File: src/rtl/simd_ins_sequencer.sv
// SIMD instruction sequencer: fetch, decode and issue one vector row per cycle to the PE array.
// Latency: start -> first row issue in 4 cycles; NOP/len=0 cost 4 cycles, vector op 3+len+PIPE_LAT.
// Backpressure: stall freezes all sequencing (only the WAIT capture proceeds); issue outputs drop.
module simd_ins_sequencer #(
  parameter int PE_COUNT       = 4,
  parameter int INS_WIDTH      = 64,
  parameter int INS_ADDR_WIDTH = 10,
  parameter int ADDR_WIDTH     = 10,
  parameter int OP_WIDTH       = 4,
  parameter int LEN_WIDTH      = 16,
  parameter int PIPE_LAT       = 3
) (
  input  logic                      clk,
  input  logic                      rst,
  input  logic                      start,
  input  logic [INS_ADDR_WIDTH-1:0] start_pc,
  input  logic                      stall,
  output logic                      ins_rd_en,
  output logic [INS_ADDR_WIDTH-1:0] ins_rd_addr,
  input  logic [INS_WIDTH-1:0]      ins_rd_data,
  output logic                      op_valid,
  output logic [OP_WIDTH-1:0]       op_code,
  output logic [ADDR_WIDTH-1:0]     addr_a,
  output logic [ADDR_WIDTH-1:0]     addr_b,
  output logic [ADDR_WIDTH-1:0]     addr_r,
  output logic                      busy,
  output logic                      done,
  output logic                      wrap_err,
  output logic [INS_ADDR_WIDTH-1:0] pc
);

  localparam logic [2:0] S_IDLE   = 3'd0;
  localparam logic [2:0] S_FETCH  = 3'd1;
  localparam logic [2:0] S_WAIT   = 3'd2;
  localparam logic [2:0] S_DECODE = 3'd3;
  localparam logic [2:0] S_EXEC   = 3'd4;
  localparam logic [2:0] S_DRAIN  = 3'd5;
  localparam logic [2:0] S_DONE   = 3'd6;

  localparam logic [OP_WIDTH-1:0] OP_NOP  = OP_WIDTH'(0);
  localparam logic [OP_WIDTH-1:0] OP_HALT = OP_WIDTH'(1);

  localparam int DRAIN_W = (PIPE_LAT > 1) ? $clog2(PIPE_LAT) : 1;
  localparam int LEN_HI  = INS_WIDTH - OP_WIDTH - 1;
  localparam int MID_HI  = INS_WIDTH - OP_WIDTH - LEN_WIDTH - 1;
  localparam int MID_LO  = 3 * ADDR_WIDTH;

  logic [2:0]                state_q, state_d;
  logic [INS_ADDR_WIDTH-1:0] pc_q, pc_d;
  logic                      wrap_err_q, wrap_err_d;
  logic [OP_WIDTH-1:0]       ir_op_q, ir_op_d;
  logic [LEN_WIDTH-1:0]      ir_len_q, ir_len_d;
  logic [ADDR_WIDTH-1:0]     ir_a_q, ir_a_d, ir_b_q, ir_b_d, ir_r_q, ir_r_d;
  logic [LEN_WIDTH-1:0]      row_cnt_q, row_cnt_d;
  logic [ADDR_WIDTH-1:0]     cur_a_q, cur_a_d, cur_b_q, cur_b_d, cur_r_q, cur_r_d;
  logic [DRAIN_W-1:0]        drain_q, drain_d;
  logic [OP_WIDTH-1:0]       last_op_q, last_op_d;
  logic [ADDR_WIDTH-1:0]     last_a_q, last_a_d, last_b_q, last_b_d, last_r_q, last_r_d;

  // Instruction bits between len and the address fields carry nothing for this block.
  logic unused_bits;
  if (MID_HI >= MID_LO) begin : g_mid
    assign unused_bits = ^{ins_rd_data[MID_HI:MID_LO], 1'(PE_COUNT)};
  end else begin : g_nomid
    assign unused_bits = 1'(PE_COUNT);
  end

  // Issue outputs show the live row when issuing and otherwise hold the last issued row.
  assign op_valid    = (state_q == S_EXEC) && !stall;
  assign op_code     = op_valid ? ir_op_q : last_op_q;
  assign addr_a      = op_valid ? cur_a_q : last_a_q;
  assign addr_b      = op_valid ? cur_b_q : last_b_q;
  assign addr_r      = op_valid ? cur_r_q : last_r_q;
  assign ins_rd_en   = (state_q == S_FETCH) && !stall;
  assign ins_rd_addr = pc_q;
  assign busy        = (state_q != S_IDLE);
  assign done        = (state_q == S_DONE);
  assign wrap_err    = wrap_err_q;
  assign pc          = pc_q;

  // Next-state logic for the sequencing FSM, program counter and row walkers.
  // IDLE and DONE ignore stall so done stays a single-cycle pulse.
  always_comb begin
    state_d    = state_q;
    pc_d       = pc_q;
    wrap_err_d = wrap_err_q;
    ir_op_d    = ir_op_q;
    ir_len_d   = ir_len_q;
    ir_a_d     = ir_a_q;
    ir_b_d     = ir_b_q;
    ir_r_d     = ir_r_q;
    row_cnt_d  = row_cnt_q;
    cur_a_d    = cur_a_q;
    cur_b_d    = cur_b_q;
    cur_r_d    = cur_r_q;
    drain_d    = drain_q;
    last_op_d  = last_op_q;
    last_a_d   = last_a_q;
    last_b_d   = last_b_q;
    last_r_d   = last_r_q;
    case (state_q)
      S_IDLE: begin
        if (start) begin
          state_d    = S_FETCH;
          pc_d       = start_pc;
          wrap_err_d = 1'b0;
        end
      end
      S_FETCH: begin
        if (!stall) state_d = S_WAIT;
      end
      S_WAIT: begin
        // BRAM output is only valid here, so capture regardless of stall.
        ir_op_d  = ins_rd_data[INS_WIDTH-1 -: OP_WIDTH];
        ir_len_d = ins_rd_data[LEN_HI -: LEN_WIDTH];
        ir_a_d   = ins_rd_data[3*ADDR_WIDTH-1 -: ADDR_WIDTH];
        ir_b_d   = ins_rd_data[2*ADDR_WIDTH-1 -: ADDR_WIDTH];
        ir_r_d   = ins_rd_data[ADDR_WIDTH-1:0];
        if (!stall) state_d = S_DECODE;
      end
      S_DECODE: begin
        if (!stall) begin
          if (ir_op_q == OP_HALT) begin
            state_d = S_DONE;
          end else if ((ir_op_q == OP_NOP) || (ir_len_q == '0)) begin
            // One bubble cycle keeps every non-issuing instruction at 4 cycles.
            state_d = S_DRAIN;
            drain_d = '0;
          end else begin
            state_d   = S_EXEC;
            row_cnt_d = ir_len_q;
            cur_a_d   = ir_a_q;
            cur_b_d   = ir_b_q;
            cur_r_d   = ir_r_q;
          end
        end
      end
      S_EXEC: begin
        if (!stall) begin
          last_op_d = ir_op_q;
          last_a_d  = cur_a_q;
          last_b_d  = cur_b_q;
          last_r_d  = cur_r_q;
          cur_a_d   = cur_a_q + ADDR_WIDTH'(1);
          cur_b_d   = cur_b_q + ADDR_WIDTH'(1);
          cur_r_d   = cur_r_q + ADDR_WIDTH'(1);
          row_cnt_d = row_cnt_q - LEN_WIDTH'(1);
          if (row_cnt_q == LEN_WIDTH'(1)) begin
            state_d = S_DRAIN;
            drain_d = DRAIN_W'(PIPE_LAT - 1);
          end
        end
      end
      S_DRAIN: begin
        if (!stall) begin
          if (drain_q == '0) begin
            if (&pc_q) begin
              wrap_err_d = 1'b1;
              pc_d       = '0;
              state_d    = S_DONE;
            end else begin
              pc_d    = pc_q + INS_ADDR_WIDTH'(1);
              state_d = S_FETCH;
            end
          end else begin
            drain_d = drain_q - DRAIN_W'(1);
          end
        end
      end
      S_DONE: begin
        state_d = S_IDLE;
      end
      default: begin
        state_d = S_IDLE;
      end
    endcase
  end

  // State registers; reset abandons any in-flight work at once.
  always_ff @(posedge clk or posedge rst) begin
    if (rst) begin
      state_q    <= S_IDLE;
      pc_q       <= '0;
      wrap_err_q <= 1'b0;
      ir_op_q    <= '0;
      ir_len_q   <= '0;
      ir_a_q     <= '0;
      ir_b_q     <= '0;
      ir_r_q     <= '0;
      row_cnt_q  <= '0;
      cur_a_q    <= '0;
      cur_b_q    <= '0;
      cur_r_q    <= '0;
      drain_q    <= '0;
      last_op_q  <= '0;
      last_a_q   <= '0;
      last_b_q   <= '0;
      last_r_q   <= '0;
    end else begin
      state_q    <= state_d;
      pc_q       <= pc_d;
      wrap_err_q <= wrap_err_d;
      ir_op_q    <= ir_op_d;
      ir_len_q   <= ir_len_d;
      ir_a_q     <= ir_a_d;
      ir_b_q     <= ir_b_d;
      ir_r_q     <= ir_r_d;
      row_cnt_q  <= row_cnt_d;
      cur_a_q    <= cur_a_d;
      cur_b_q    <= cur_b_d;
      cur_r_q    <= cur_r_d;
      drain_q    <= drain_d;
      last_op_q  <= last_op_d;
      last_a_q   <= last_a_d;
      last_b_q   <= last_b_d;
      last_r_q   <= last_r_d;
    end
  end

endmodule

File: config.mk
export PLATFORM = sky130hd
export DESIGN_NAME = simd_ins_sequencer
export DESIGN_NICKNAME = d
export VERILOG_FILES = /design/src/rtl/simd_ins_sequencer.sv
export SDC_FILE = /design/constraint.sdc
export NUM_CORES = 1
export LEC_CHECK = 0
export CORE_MARGIN = 5
export CORE_UTILIZATION = 52
export DETAILED_ROUTE_END_ITERATION = 12
export PLACE_DENSITY = 0.78
export SYNTH_ARGS = -nofsm -noshare
export SYNTH_HDL_FRONTEND = slang
export SYNTH_SLANG_ARGS = --single-unit
export TNS_END_PERCENT = 5
File: constraint.sdc
create_clock -name clk -period 7 [get_ports clk]
set_input_delay 1.4 -clock clk [delete_from_list [all_inputs] [get_ports clk]]
set_output_delay 1.4 -clock clk [all_outputs]
set_load 0.05 [all_outputs]
Yosys cells after proc, flatten, opt, wreduce, memory -nomap -nowiden

Index checks and enable logic that the tools add are counted.
W data, S select, Z words.

Register bits: 146
Latch bits: 0
Bits in writable memories: 0
Bits in read-only memories: 0
Input bits: 78
Output and inout port bits: 59
Memories kept: 0

$add $sub $neg: 6
Multiply operators: 0
Div/mod/pow operators: 0
Order comparisons: 0
Eq/ne operators: 21
Shift-type cells: 0
Muxes and demuxes: 54
Bitwise gates (word level): 1
Reduce and logical (&&, ||, !) cells: 19

Operator list:

| cell                    | count |
|---|---|
| $mux W10                | 19 |
| $pmux W10 S2            | 4 |
| $mux W16                | 4 |
| $add A10 B1 Y10 const B | 4 |
| $pmux W16 S2            | 1 |
| $mux W3                 | 9 |
| $ne A2 B2 Y1 const B    | 12 |
| $pmux W3 S6             | 1 |
| $eq A16 B1 Y1 const B   | 1 |
| $logic_not A16 Y1       | 1 |
| $mux W2                 | 8 |
| $reduce_and A8 Y1       | 2 |
| $sub A16 B1 Y16 const B | 1 |
| $reduce_and A10 Y1      | 1 |
| $reduce_and A5 Y1       | 2 |
| $eq A3 B3 Y1 const B    | 3 |
| $eq A3 B2 Y1 const B    | 2 |
| $pmux W2 S3             | 1 |
| $reduce_bool A3 Y1      | 2 |
| $mux W1                 | 5 |
| $eq A4 B1 Y1 const B    | 1 |
| $logic_not A4 Y1        | 1 |
| $mux W4                 | 1 |
| $reduce_and A4 Y1       | 1 |
| 12 further kinds        | 14 |

Logic depth before layout (Yosys ltp)

Gate-level depths: netlist (run 1).

Depth in word-level cells: 6
Gate-level depth with buffers: 8
Mapped depth without buffers: 7

Worst setup path after synthesis (run 1)

No wires, ideal clock.

Kind: input -> output
From: input port stall
To: output port addr_a[4]
Arrival: 3357 ps
Path slack: 2243 ps
Cell stages on the path: 4
Path buffers: 2
Cell sequence: or4b_4 > buf_6 > clkbuf_1 > o21ai_0

Longest elaborated chain between the ends: 3

RTL lines:

| what                | RTL line | source |
|---|---|---|
| from (decl)         | 17       | `input logic stall,` |
| $logic_not A1 Y1    | -        |  |
| $logic_and A1 B1 Y1 | 69       | `assign op_valid = (state_q == S_EXEC) && !stall;` |
| $mux W10            | 71       | `assign addr_a = op_valid ? cur_a_q : last_a_q;` |
| to (decl)           | 23       | `output logic [ADDR_WIDTH-1:0] addr_a,` |

Every way passes these cells.

Worst setup path in the final report (run 1)

From: input port stall
To: output port addr_a[0]

The elaborated chain is that of the path after synthesis.

==> results list, run 1 <==
* Run status: finished, final reports clean
* Portion of total power attributed to sequential cells: 35.3%
- VDD sags by at most 315 uV.
- Power share of the combinational group: 43.1%
* Clock latency at the later pin of the worst-skew pair: 430 ps
- Total number of clock tree sinks: 146
- Internal power comes to 2.67 mW.
- Worst relative slew slack: 24.1%
- # IOs: 137
* TritonCTS buffer count: 17
* Actual transition at the worst max-transition pin: 1130 ps
- Final net count: 903
* Cell area after layout: 8920 sq um
* DRC marker count from the first detailed-route iteration: 612
- The critical path in this run is classified as input pin to output pin.
* Post-detailed-placement half-perimeter wirelength: 11,900 um
- Multiplexer share of the synthesized area: 8.64%
- After Yosys synthesis, full adders, half adders and majority gates account for 1.25% of the synthesized area.
- Sequential cells were found to cover 52.2% of the synthesized design area.
- The worst path in the final design needs a cycle of 5500 ps, including I/O delays and setup.
- Buffers added to address setup during post-CTS repair amount to 0.
- For this configuration, the core starts out at a cell density of 52.9%.
- After synthesis, the mean cell area works out to 9.77 sq um.
* Post-synthesis instance area: 7010 sq um
- Dividing the detail-routed wire length by the instance count gives 18.0 um.
* Maximum buffer depth of the clock tree: 2
- The number of cells on the worst reg-to-reg path is 4.
- Biggest fanout along the worst timing path: 53
- Vertical die dimension: 126 um
- The worst register-to-register path begins at state_q[2].
* Number of antenna-violating nets in the routed design: 0
- During synthesis, Yosys emitted a total of 0 warnings.
- Main combinational cell family by area after synthesis: simple AND/OR/NAND/NOR gates
- After detailed placement, the total cell area comes to 8270 sq um.
- The die is 126 um wide.
- Wire length of the first global-routing pass: 30,000 um
- Via count of the routed design: 6,033
* Antenna cells: 0
* Final cell count without fillers: 1,007
- Synthesis-stage register bit count: 146
- The area growth from synthesis to layout is 27.4%.
- Required time at the endpoint of the critical path: 5600 ps
- In this run the power density over the cells is 521 nW/um^2.
* Prevailing post-synth register cell: dfrtp_1
- Entering global routing, the biggest net connects 95 pins.
- The number of failing hold endpoints at the final stage was 0.
- The top cell type by area accounts for 52.2% of the synthesized area.
* Number of global-route vias before repair: 6,002
* Standby leakage power: 3.75 nW
- Post-Synth XOR/XNOR Area: 0%
- Die area: 15,900 sq um
* Endpoint of the worst register-to-register path: cur_a_q[5]
* Register-to-register setup slack: 4040 ps
- Counting distinct cell types in the post-synthesis netlist gives 64.
- Worst min-delay path category: flop to flop
- Placed Cells: 975
- The worst setup path is launched from an input pin.
- Unrepaired setup endpoints after global routing: false
- Launch point of the worst path: stall
* Crit path arrival time: 4100 ps
* Pre-Repair DR Iteration Count: 5
* Clock skew after layout: 9.20 ps
* Total wire length after detailed routing: 18,200 um
- For this run, design rule violations remaining after detail routing come to 0.
* Number of instances resized during post-cts repair: 0
* Placer's final routability congestion estimate: 0.838
- Post-synthesis net count: 802
* Fraction of layout instances using a drive strength above 1: 12.3%
- TritonCTS built the clock tree.
* Switching power total: 1.97 mW
- Counting flops with an async set or reset pin after synthesis yields a share of 100%.
- In this run the core area contains 42 standard-cell rows.
- Post-synth top area cell: dfrtp_1
* Share of synthesized cell area in and, or, nand and nor gates: 19.8%
* Number of hold-repair buffers added at the cts stage: 0
- After layout, the design draws a total of 4.65 mW.
* Grt total ovfl: 0
- Sw Ratio: 42.5%
* Core footprint: 13,200 sq um
- In the global route stage, overall resource usage came out at 23.2%.
- Setup violations remaining at the end of the flow were counted as 0.
- Tcrit/Tclk final: 78.5%
- Total negative slack for setup checks: 0 ps
* F_max: 182 MHz
* Count of flip-flops with a built-in enable after synthesis: 0
* Start point of the worst hold path: last_b_q[4]
- The count of final max-slew check failures was 0.
* Htree depth: 4
- Leading post-synthesis cells by cell area: dfrtp_1 52%, mux2_2 8.4%, nand2_1 7.4%, nor2_1 3.2%, o21ai_0 2.5%
* Number of standard cells after synthesis: 717
- The tree is rooted in a clkbuf_16.
- Max-capacitance violation count: 0
- Summing the areas of all compound-gate instances in the mapped netlist gives 13.8% of the synthesized area.
- Clock transition at the registers of the reported paths: 50 ps
- Destination of the critical timing path: addr_a[0]
* Relative contribution of the clock network to total power: 21.6%
- During placement, the flow inserted port buffers numbering 122.
- The worst setup path is captured at an output pin.
* Vias per cell: 5.99
- The initial antenna violation count was 0.
- The largest registers in the layout are ir_len_q x16, row_cnt_q x16.
==> placed cells by master (no fill, tap or decap), drive strengths merged, types with 12 or more instances in the layout <==
cell           count
a21oi             26
o21ai             36
clkbuf            19
mux2              52
nor2              60
nand3             26
inv               13
nor3              21
clkdlybuf4s50    122
nand2            139
nand4             12
dfrtp            146
o22ai             12
nor4              13
==> power groups by stage <==
stage                     clock network (mW)  registers [mW]  logic [mW]
final                                   1.00            1.64        2.00
after global routing                    1.05            1.70        2.16
after CTS                               1.01            1.63        2.01
after detailed placement                   0            1.64        2.00
after global placement                     0            1.61        1.95
after floorplan                            0            1.60        1.43
==> metrics by stage <==
stage | setup slack [ps] | hold slack, ps | utilization (%)
after floorplan | 1680 | 459 | -
after global placement | 1540 | 456 | 62.5
after detailed placement | 1510 | 458 | 62.5
after CTS | 1520 | 474 | 67.4
after global routing | 1380 | 498 | 67.4
final | 1500 | 470 | 67.4
==> cell usage after synthesis, types with 2 or more instances <==
library cell / count
a311o_1: 3
buf_4: 10
o41ai_1: 2
dfrtp_1: 146
ha_1: 7
o21a_1: 2
o211ai_1: 4
nor2b_1: 2
a21o_1: 2
nand2b_1: 2
a31oi_1: 10
nand2_1: 139
nor4_1: 12
a32oi_1: 3
clkbuf_1: 25
a221oi_1: 2
nand4_1: 11
o21ai_0: 35
o22a_1: 3
or3_1: 5
and2_1: 2
a221o_1: 2
nor3_1: 20
mux2i_1: 2
and3_1: 7
a2bb2oi_1: 4
inv_1: 12
o22ai_1: 12
a22o_1: 4
a21oi_1: 26
and4_1: 5
o31ai_1: 11
a211oi_1: 6
mux2_2: 52
nor2_1: 60
nand3_1: 26
buf_6: 2
buf_2: 11
a22oi_1: 3
==> worst max-delay path, cell delays in order <==
cell and delay [ps]:
clkdlybuf4s50_1 420, or4b_4 800, clkinv_4 390, nand2_1 140, nand2_1 110, clkdlybuf4s50_1 810
==> cell type report <==
cell class | count | area [sq um]
repair buffers | 130 | 1280
clock inverters | 13 | 209
multi-input cells | 508 | 3050
fillers | 1031 | 4320
well taps | 176 | 220
clock buffers | 19 | 443
inverters | 15 | 66.3
flip-flops and latches | 146 | 3650
==> worst min-delay path by stage <==
stage	slack (ps)	cells after the start	end
floorplan	460	2	cur_b_q[8]
finish	470	2	last_b_q[4]
detailed placement	460	2	last_b_q[1]
global placement	460	2	last_op_q[0]
CTS	470	2	last_b_q[1]
global route	500	2	last_b_q[3]
==> layer usage <==
layer | vias to the layer above | part of all wire [%] | GRT usage, %
li1 | 2772 | - | -
met4 | 0 | 1.5 | 7.82
met1 | 2964 | 43 | 30.8
met3 | 31 | 7.2 | 6.22
met2 | 266 | 49 | 37.2
met5 | - | 0 | 0
==> cell families (layout without fill, tap and decap cells) <==
kind of cell / after synthesis / count (layout)
buffers and inverters: 63 / 177
flip-flops: 146 / 146
adder cells (fa/ha/maj): 7 / 7
AO/OA/AOI/OAI: 146 / 146
AND/OR/NAND/NOR: 301 / 301
multiplexers: 54 / 54
(Power assumes the default switching activity.)
==> inputs of run 2 (changes only) <==
--- a/config.mk
+++ b/config.mk
@@ -6,9 +6,9 @@
 export NUM_CORES = 1
 export LEC_CHECK = 0
 export CORE_MARGIN = 5
-export CORE_UTILIZATION = 52
+export CORE_UTILIZATION = 47
 export DETAILED_ROUTE_END_ITERATION = 12
-export PLACE_DENSITY = 0.78
+export PLACE_DENSITY = 0.74
 export SYNTH_ARGS = -nofsm -noshare
 export SYNTH_HDL_FRONTEND = slang
 export SYNTH_SLANG_ARGS = --single-unit
==> constraint.sdc (replaced) <==
create_clock -name clk -period 4.5 [get_ports clk]
set_input_delay 0.9 -clock clk [delete_from_list [all_inputs] [get_ports clk]]
set_output_delay 0.9 -clock clk [all_outputs]
set_load 0.05 [all_outputs]
==> run 2 against run 1 <==
Non-clock buffer count increased by 4. Design area up 3.4%. Combinational power rose by 77%. Die area up 9.8%. Sequential share of layout area decreased by 1.4 points. Core utilization fell by 4.1 points. Total power increased by 60%. Clock power increased by 35%. First-iteration DRC count shrank 9.3%.
==> results list, run 2 (synthesized netlist as in run 1, its figures left out) <==
- The run finished with clean final reports.
- # IOs: 137
- Wire length of the first global-routing pass: 31,100 um
- Tcrit/Tclk final: 84.3%
* Total number of clock tree sinks: 146
- Setup repair after global routing left no endpoint under its margin.
- Maximum number of pins on one net before global-route repair: 55
* Number of antenna-violating nets in the routed design: 0
* Clock transition at the registers of the reported paths: 60 ps
* Register-to-register setup slack: 1760 ps
* Uppermost metal layer occupied by signal nets: met4
- Vertical die dimension: 132 um
* Pre-Repair DR Iteration Count: 6
- STA classifies the critical path endpoint as an output pin.
* Max-capacitance violation count: 0
- Initial core utilization: 48.0%
- Die area: 17,400 sq um
- Summed over all layers, the routed wires come to 18,500 um.
- Placer's final routability congestion estimate: 0.850
* Number of fillers in the final layout: 1,146
* Post-placement worst setup slack: 684 ps
- The multi-input combinational cells in the finished layout cover a total of 3050 sq um.
- TritonCTS built the clock tree.
* R2r worst-path depth: 6
- After the last flow step, the layout net total stands at 907.
- DRC marker count from the first detailed-route iteration: 555
- Vias per cell: 5.92
- From synthesis to final layout, the design area changed by 31.8%.
- The later pin in the worst-skew pair is clocked with a latency of 420 ps.
- After layout, the design draws a total of 7.43 mW.
* Final core utilization: 63.3%
- The count of final max-slew check failures came to 0.
- Number of hold-repair buffers added at the cts stage: 0
* Number of global-route vias before repair: 6,088
- Once detailed placement completed, the half-perimeter wirelength came to 12,500 um.
* Horizontal die dimension: 132 um
- Setup total negative slack on the finished layout was measured at 0 ps.
- In the layout the commonest cells are 146 x dfrtp_1, 139 x nand2_1, 86 x clkdlybuf4s50_1, 60 x nor2_1, 52 x mux2_2.
* Clock skew after layout: 7.38 ps
* Maximum vdd drop: 460 uV
* Launch point of the worst path: stall
- The routed layout has 6,032 vias.
* Areal power density over the cells: 805 nW/um^2
* Biggest regs: ir_len_q x16, row_cnt_q x16
- Global routing used 21.6% of the available tracks.
* Endpoint of the worst register-to-register path: cur_r_q[6]
* Residual DRC count: 0
- The initial antenna violation count came to 0.
- The tightest min-delay check is of the flop to flop type.
- Register area: 3650 sq um
- At the pin with the least slew margin, the transition time is 952 ps.
* Start point of the worst hold path: ir_a_q[4]
- Number of buffers inserted by post-CTS setup repair: 0
- Number of instances resized during post-cts repair: 0
* Startpoint class of the critical path: input pin
- Type of the worst setup path: input pin to output pin
* Worst relative slew slack: 36.4%
* R2R Path Start: state_q[2]
- 0 antenna diodes ended up in the layout.
- Final hold violation count: 0
* Standby leakage power: 3.90 nW
* Destination of the critical timing path: addr_a[0]
* TritonCTS buffer count: 17
- Required time at the endpoint of the critical path: 3600 ps
- Clock root buffer master: clkbuf_16
- F_max: 263 MHz
- Crit path arrival time: 2900 ps
- Total met2 wirelength after detailed routing: 9150 um
- Dividing the detail-routed wire length by the instance count gives 18.2 um.
- Port-buffer cells: 122
- Cells with a size suffix above 1 make up 16.9% of the layout.
- Most frequent standard cell in the layout excluding fill and tap cells: dfrtp_1
- Setup slack of the critical path after layout: 704 ps
- The H-tree generated during clock tree synthesis spans 4 levels.
- The floorplan has 44 rows.
- For this run the aggregate overflow at the end of global routing stands at 0.
- In this run the worst path has a maximum fanout of 40.
- After detailed routing, the wire length on met1 is 7800 um.
* Final period demand of the worst path: 3800 ps
- In this run the standard cell core region covers 14,600 sq um.
* Met3 WL: 1170 um
- Setup violations remaining at the end of the flow were counted as 0.
- In this run the deepest clock path goes through 2 buffers.
run 2: cell types whose count changed in the layout (fill, tap and decap cells not counted), sizes merged:
| cell | before | now |
|---|---|---|
| buf | 8 | 48 |
| clkdlybuf4s50 | 122 | 86 |
| bufinv | 5 | 1 |
| inv | 13 | 16 |
| clkinvlp | 3 | 4 |
run 2: stage by stage:
step           hold WS [ps]  cells  instance area (sq um)
5_1_grt                 512   1019                   9230
3_3_place_gp            473    987                   8670
2_1_floorplan           459    717                   7010
3_5_place_dp            492    987                   8670
4_1_cts                 506   1019                   9230
6_report                502   1019                   9230
run 2: worst min-delay path by stage:
stage                  to  cells past startpoint  slack [ps]
3_5_place_dp    ir_a_q[4]                      1         490
3_3_place_gp   drain_q[1]                      1         470
2_1_floorplan  cur_b_q[8]                      2         460
6_report        ir_a_q[4]                      1         500
4_1_cts         ir_a_q[4]                      1         510
5_1_grt         ir_a_q[4]                      1         510
run 2: layer usage:
layer	track usage, %	vias up
met3	4.54	34
li1	-	2791
met4	8.11	0
met5	0	-
met1	28.6	2960
met2	35.0	247
run 2: cell type report:
type,count,area share (%)
Sequential cell,146,39.6
Multi-Input combinational cell,508,33.0
Timing Repair Buffer,134,18.1
Clock buffer,19,4.69
Tap cell,184,2.49
Clock inverter,13,1.38
Inverter,15,0.705
run 2: report_power, final:
group	internal [mW]	leakage (nW)	switching, mW
combinational	1.53	1.87	2.00
clock	0.769	0.265	0.579
sequential	1.94	1.77	0.609
run 2: critical path: stages:
cell,delay (ps)
clkdlybuf4s50_1,450
or4b_4,710
clkinv_4,370
nand2_1,140
nand2_1,150
buf_12,150
==> inputs of run 3 (changes only) <==
==> constraint.sdc (replaced) <==
create_clock -name clk -period 3.3 [get_ports clk]
set_input_delay 0.66 -clock clk [delete_from_list [all_inputs] [get_ports clk]]
set_output_delay 0.66 -clock clk [all_outputs]
set_load 0.05 [all_outputs]
==> run 3 against run 2 <==
Sequential power rose by 36%. Global-route usage fell by 0.14 points. Worst setup slack got worse by 590 ps. Wire length rose by 0.28%. Flip-flop and latch count did not move. First-iteration DRC count fell by 17%. Register-to-register slack got worse by 970 ps. Die area did not move. Clock power rose by 42%. Core utilization rose by 0.51 points. Clock-buffer cell count did not move. Critical path type unchanged. Critical endpoint is now addr_r[9]. Highest routed layer unchanged.
==> results list, run 3 (synthesized netlist as in run 1, its figures left out) <==
- Total number of clock tree sinks: 146
- In the routed design, unresolved DRC markers number 0.
- Clock-pin slew was measured on the worst setup and hold paths at 70 ps.
- From synthesis to final layout, the design area changed by 32.8%.
* Type of the worst setup path: input pin to output pin
- Cells traversed along the worst timing path: clkdlybuf4s50_1, or4b_4, clkinv_4, nand2_1, nand2_1, buf_12
- Rows: 44
* Maximum vdd drop: 640 uV
- Biggest fanout along the worst timing path: 40
- Endpoint of the worst register-to-register path: row_cnt_q[11]
- The floorplan step set the die height to 132 um.
- The count of final max-slew check failures is 0.
* Clock root buffer master: clkbuf_16
* Total negative slack for setup checks: 0 ps
- Pre-Repair DR Iteration Count: 5
* # IOs: 137
- Maximum buffer depth of the clock tree: 2
- Setup repair after global routing left no endpoint under its margin.
- The region available for standard cell placement spans 14,600 sq um.
* Number of hold-repair buffers added at the cts stage: 0
* Final period demand of the worst path: 3180 ps
- The finished layout holds 1,024 standard cells, fillers aside.
- Hold endpoint: drain_q[1]
* Number of failing setup endpoints in the final timing report: 0
- The worst register-to-register path has a depth of 5.
- For this configuration, the core starts out at a cell density of 48.0%.
* F_max: 314 MHz
* Clock skew after layout: 11.4 ps
- The repair_antennas step left the layout with diodes totalling 0.
- TritonCTS built the clock tree.
* Port-buffer cells: 122
- The largest single stage delay on the critical path is 630 ps.
- Run status: finished, final reports clean
- Horizontal die dimension: 132 um
- The design draws 10.2 mW.
- Across the run, the number of max-cap violations was 0.
* Actual transition at the worst max-transition pin: 841 ps
* Average wire per cell in the routed design: 18.1 um
- At the worst endpoint, the arrival time is 2520 ps.
* TritonCTS buffer count: 17
- Cell repeated most along the worst path: nand2_1
- Global routing used 21.5% of the available tracks.
- Clock latency at the later pin of the worst-skew pair: 430 ps
- The congestion estimate from routability-driven global placement came to 0.844.
- Via count of the routed design: 5,974
- The net count of the finished layout is 912.
- R2R Path Start: state_q[0]
- The most critical setup path has its startpoint at stall.
- After the first detailed-routing iteration, the DRC count stood at 459.
- Maximum number of pins on one net before global-route repair: 63
- Dividing total power by cell area gives a power density of 1100 nW/um^2.
* Htree depth: 4
* Worst min-delay path category: flop to flop
- Initial antenna violation count: 0
* Crit. End Element: output pin
* Number of antenna-violating nets in the routed design: 0
- The slowest stage of the critical path is the or4b_4 cell.
* Start point of the worst hold path: drain_q[1]
- Top library cells by usage in the layout, fill and taps aside: 146 x dfrtp_1, 139 x nand2_1, 86 x clkdlybuf4s50_1, 60 x nor2_1, 52 x mux2_2
* Number of instances resized during post-cts repair: 0
- Of the cells placed in the final design, the portion with a size suffix greater than 1 is 17.6%.
- Biggest regs: ir_len_q x16, row_cnt_q x16
* Total wire length after detailed routing: 18,600 um
* Final hold violation count: 0
* Instance count along the most critical hold path: 1
* Number of buffers inserted by post-CTS setup repair: 0
* Wire length of the first global-routing pass: 30,900 um
- The die covers 17,400 sq um.
- Startpoint class of the critical path: input pin
- Summed over all cells, the static leakage comes to 3.95 nW.
- The worst path meets setup with 118 ps of slack.
- Prior to clock tree synthesis, the placed netlist has a worst setup slack of 95.8 ps.
- The final critical path takes up 96.4% of the cycle.
- Measured against its own limit, the worst slew margin works out to 43.9%.
- The number of global-route vias before repair is 6,102.
- After global routing the overflow that remains totals 0.
- Placed Cells: 992
- The library cell used most frequently in the layout, excluding fill and tap cells, is dfrtp_1.
- Dividing the detail-routed via count by the number of cells gives 5.83.
- Data on the critical path is required at its endpoint by 2640 ps.
* Post-detailed-placement half-perimeter wirelength: 12,700 um
* Register-to-register setup slack: 790 ps
run 3: per-layer routing:
layer	share of wire, %	wire length (um)	track usage, %
met1	43	8060	28.1
met4	1.6	295	7.43
met2	50	9340	35.3
met3	4.7	864	4.73
met5	0	0	0
run 3: layout make-up:
cell class	instances	area [sq um]
Clock buffer	19	453
Sequential cell	146	3650
Fill cell	1126	5290
Tap cell	184	230
Inverter	15	65.1
Timing Repair Buffer	139	1710
Multi-Input combinational cell	508	3050
Clock inverter	13	144
run 3: worst max-delay path by stage:
stage / endpoint / slack (ps) / cells after the start
after CTS: addr_r[9] / 90 / 6
final: addr_r[9] / 120 / 6
after detailed placement: row_cnt_q[1] / 100 / 8
after floorplan: addr_a[4] / 20 / 4
after global routing: addr_a[9] / 20 / 5
after global placement: cur_r_q[7] / 110 / 8
run 3: where the power goes:
| part | switching (mW) | internal, mW |
|---|---|---|
| sequential | 0.805 | 2.65 |
| clock | 0.813 | 1.10 |
| combinational | 2.75 | 2.10 |
| total | 4.37 | 5.86 |
run 3: worst max-delay path: cells and delay by family:
| family | cells | cell delay [ps] |
|---|---|---|
| AND/OR/NAND/NOR | 3 | 920 |
| buffers and inverters | 3 | 920 |
run 3: through the flow:
stage | cell area [sq um] | utilization [%] | hold WS, ps
global route | 9300 | 63.8 | 520
CTS | 9300 | 63.8 | 502
finish | 9300 | 63.8 | 500
floorplan | 7010 | - | 459
detailed placement | 8710 | 59.7 | 486
global placement | 8710 | 59.7 | 473
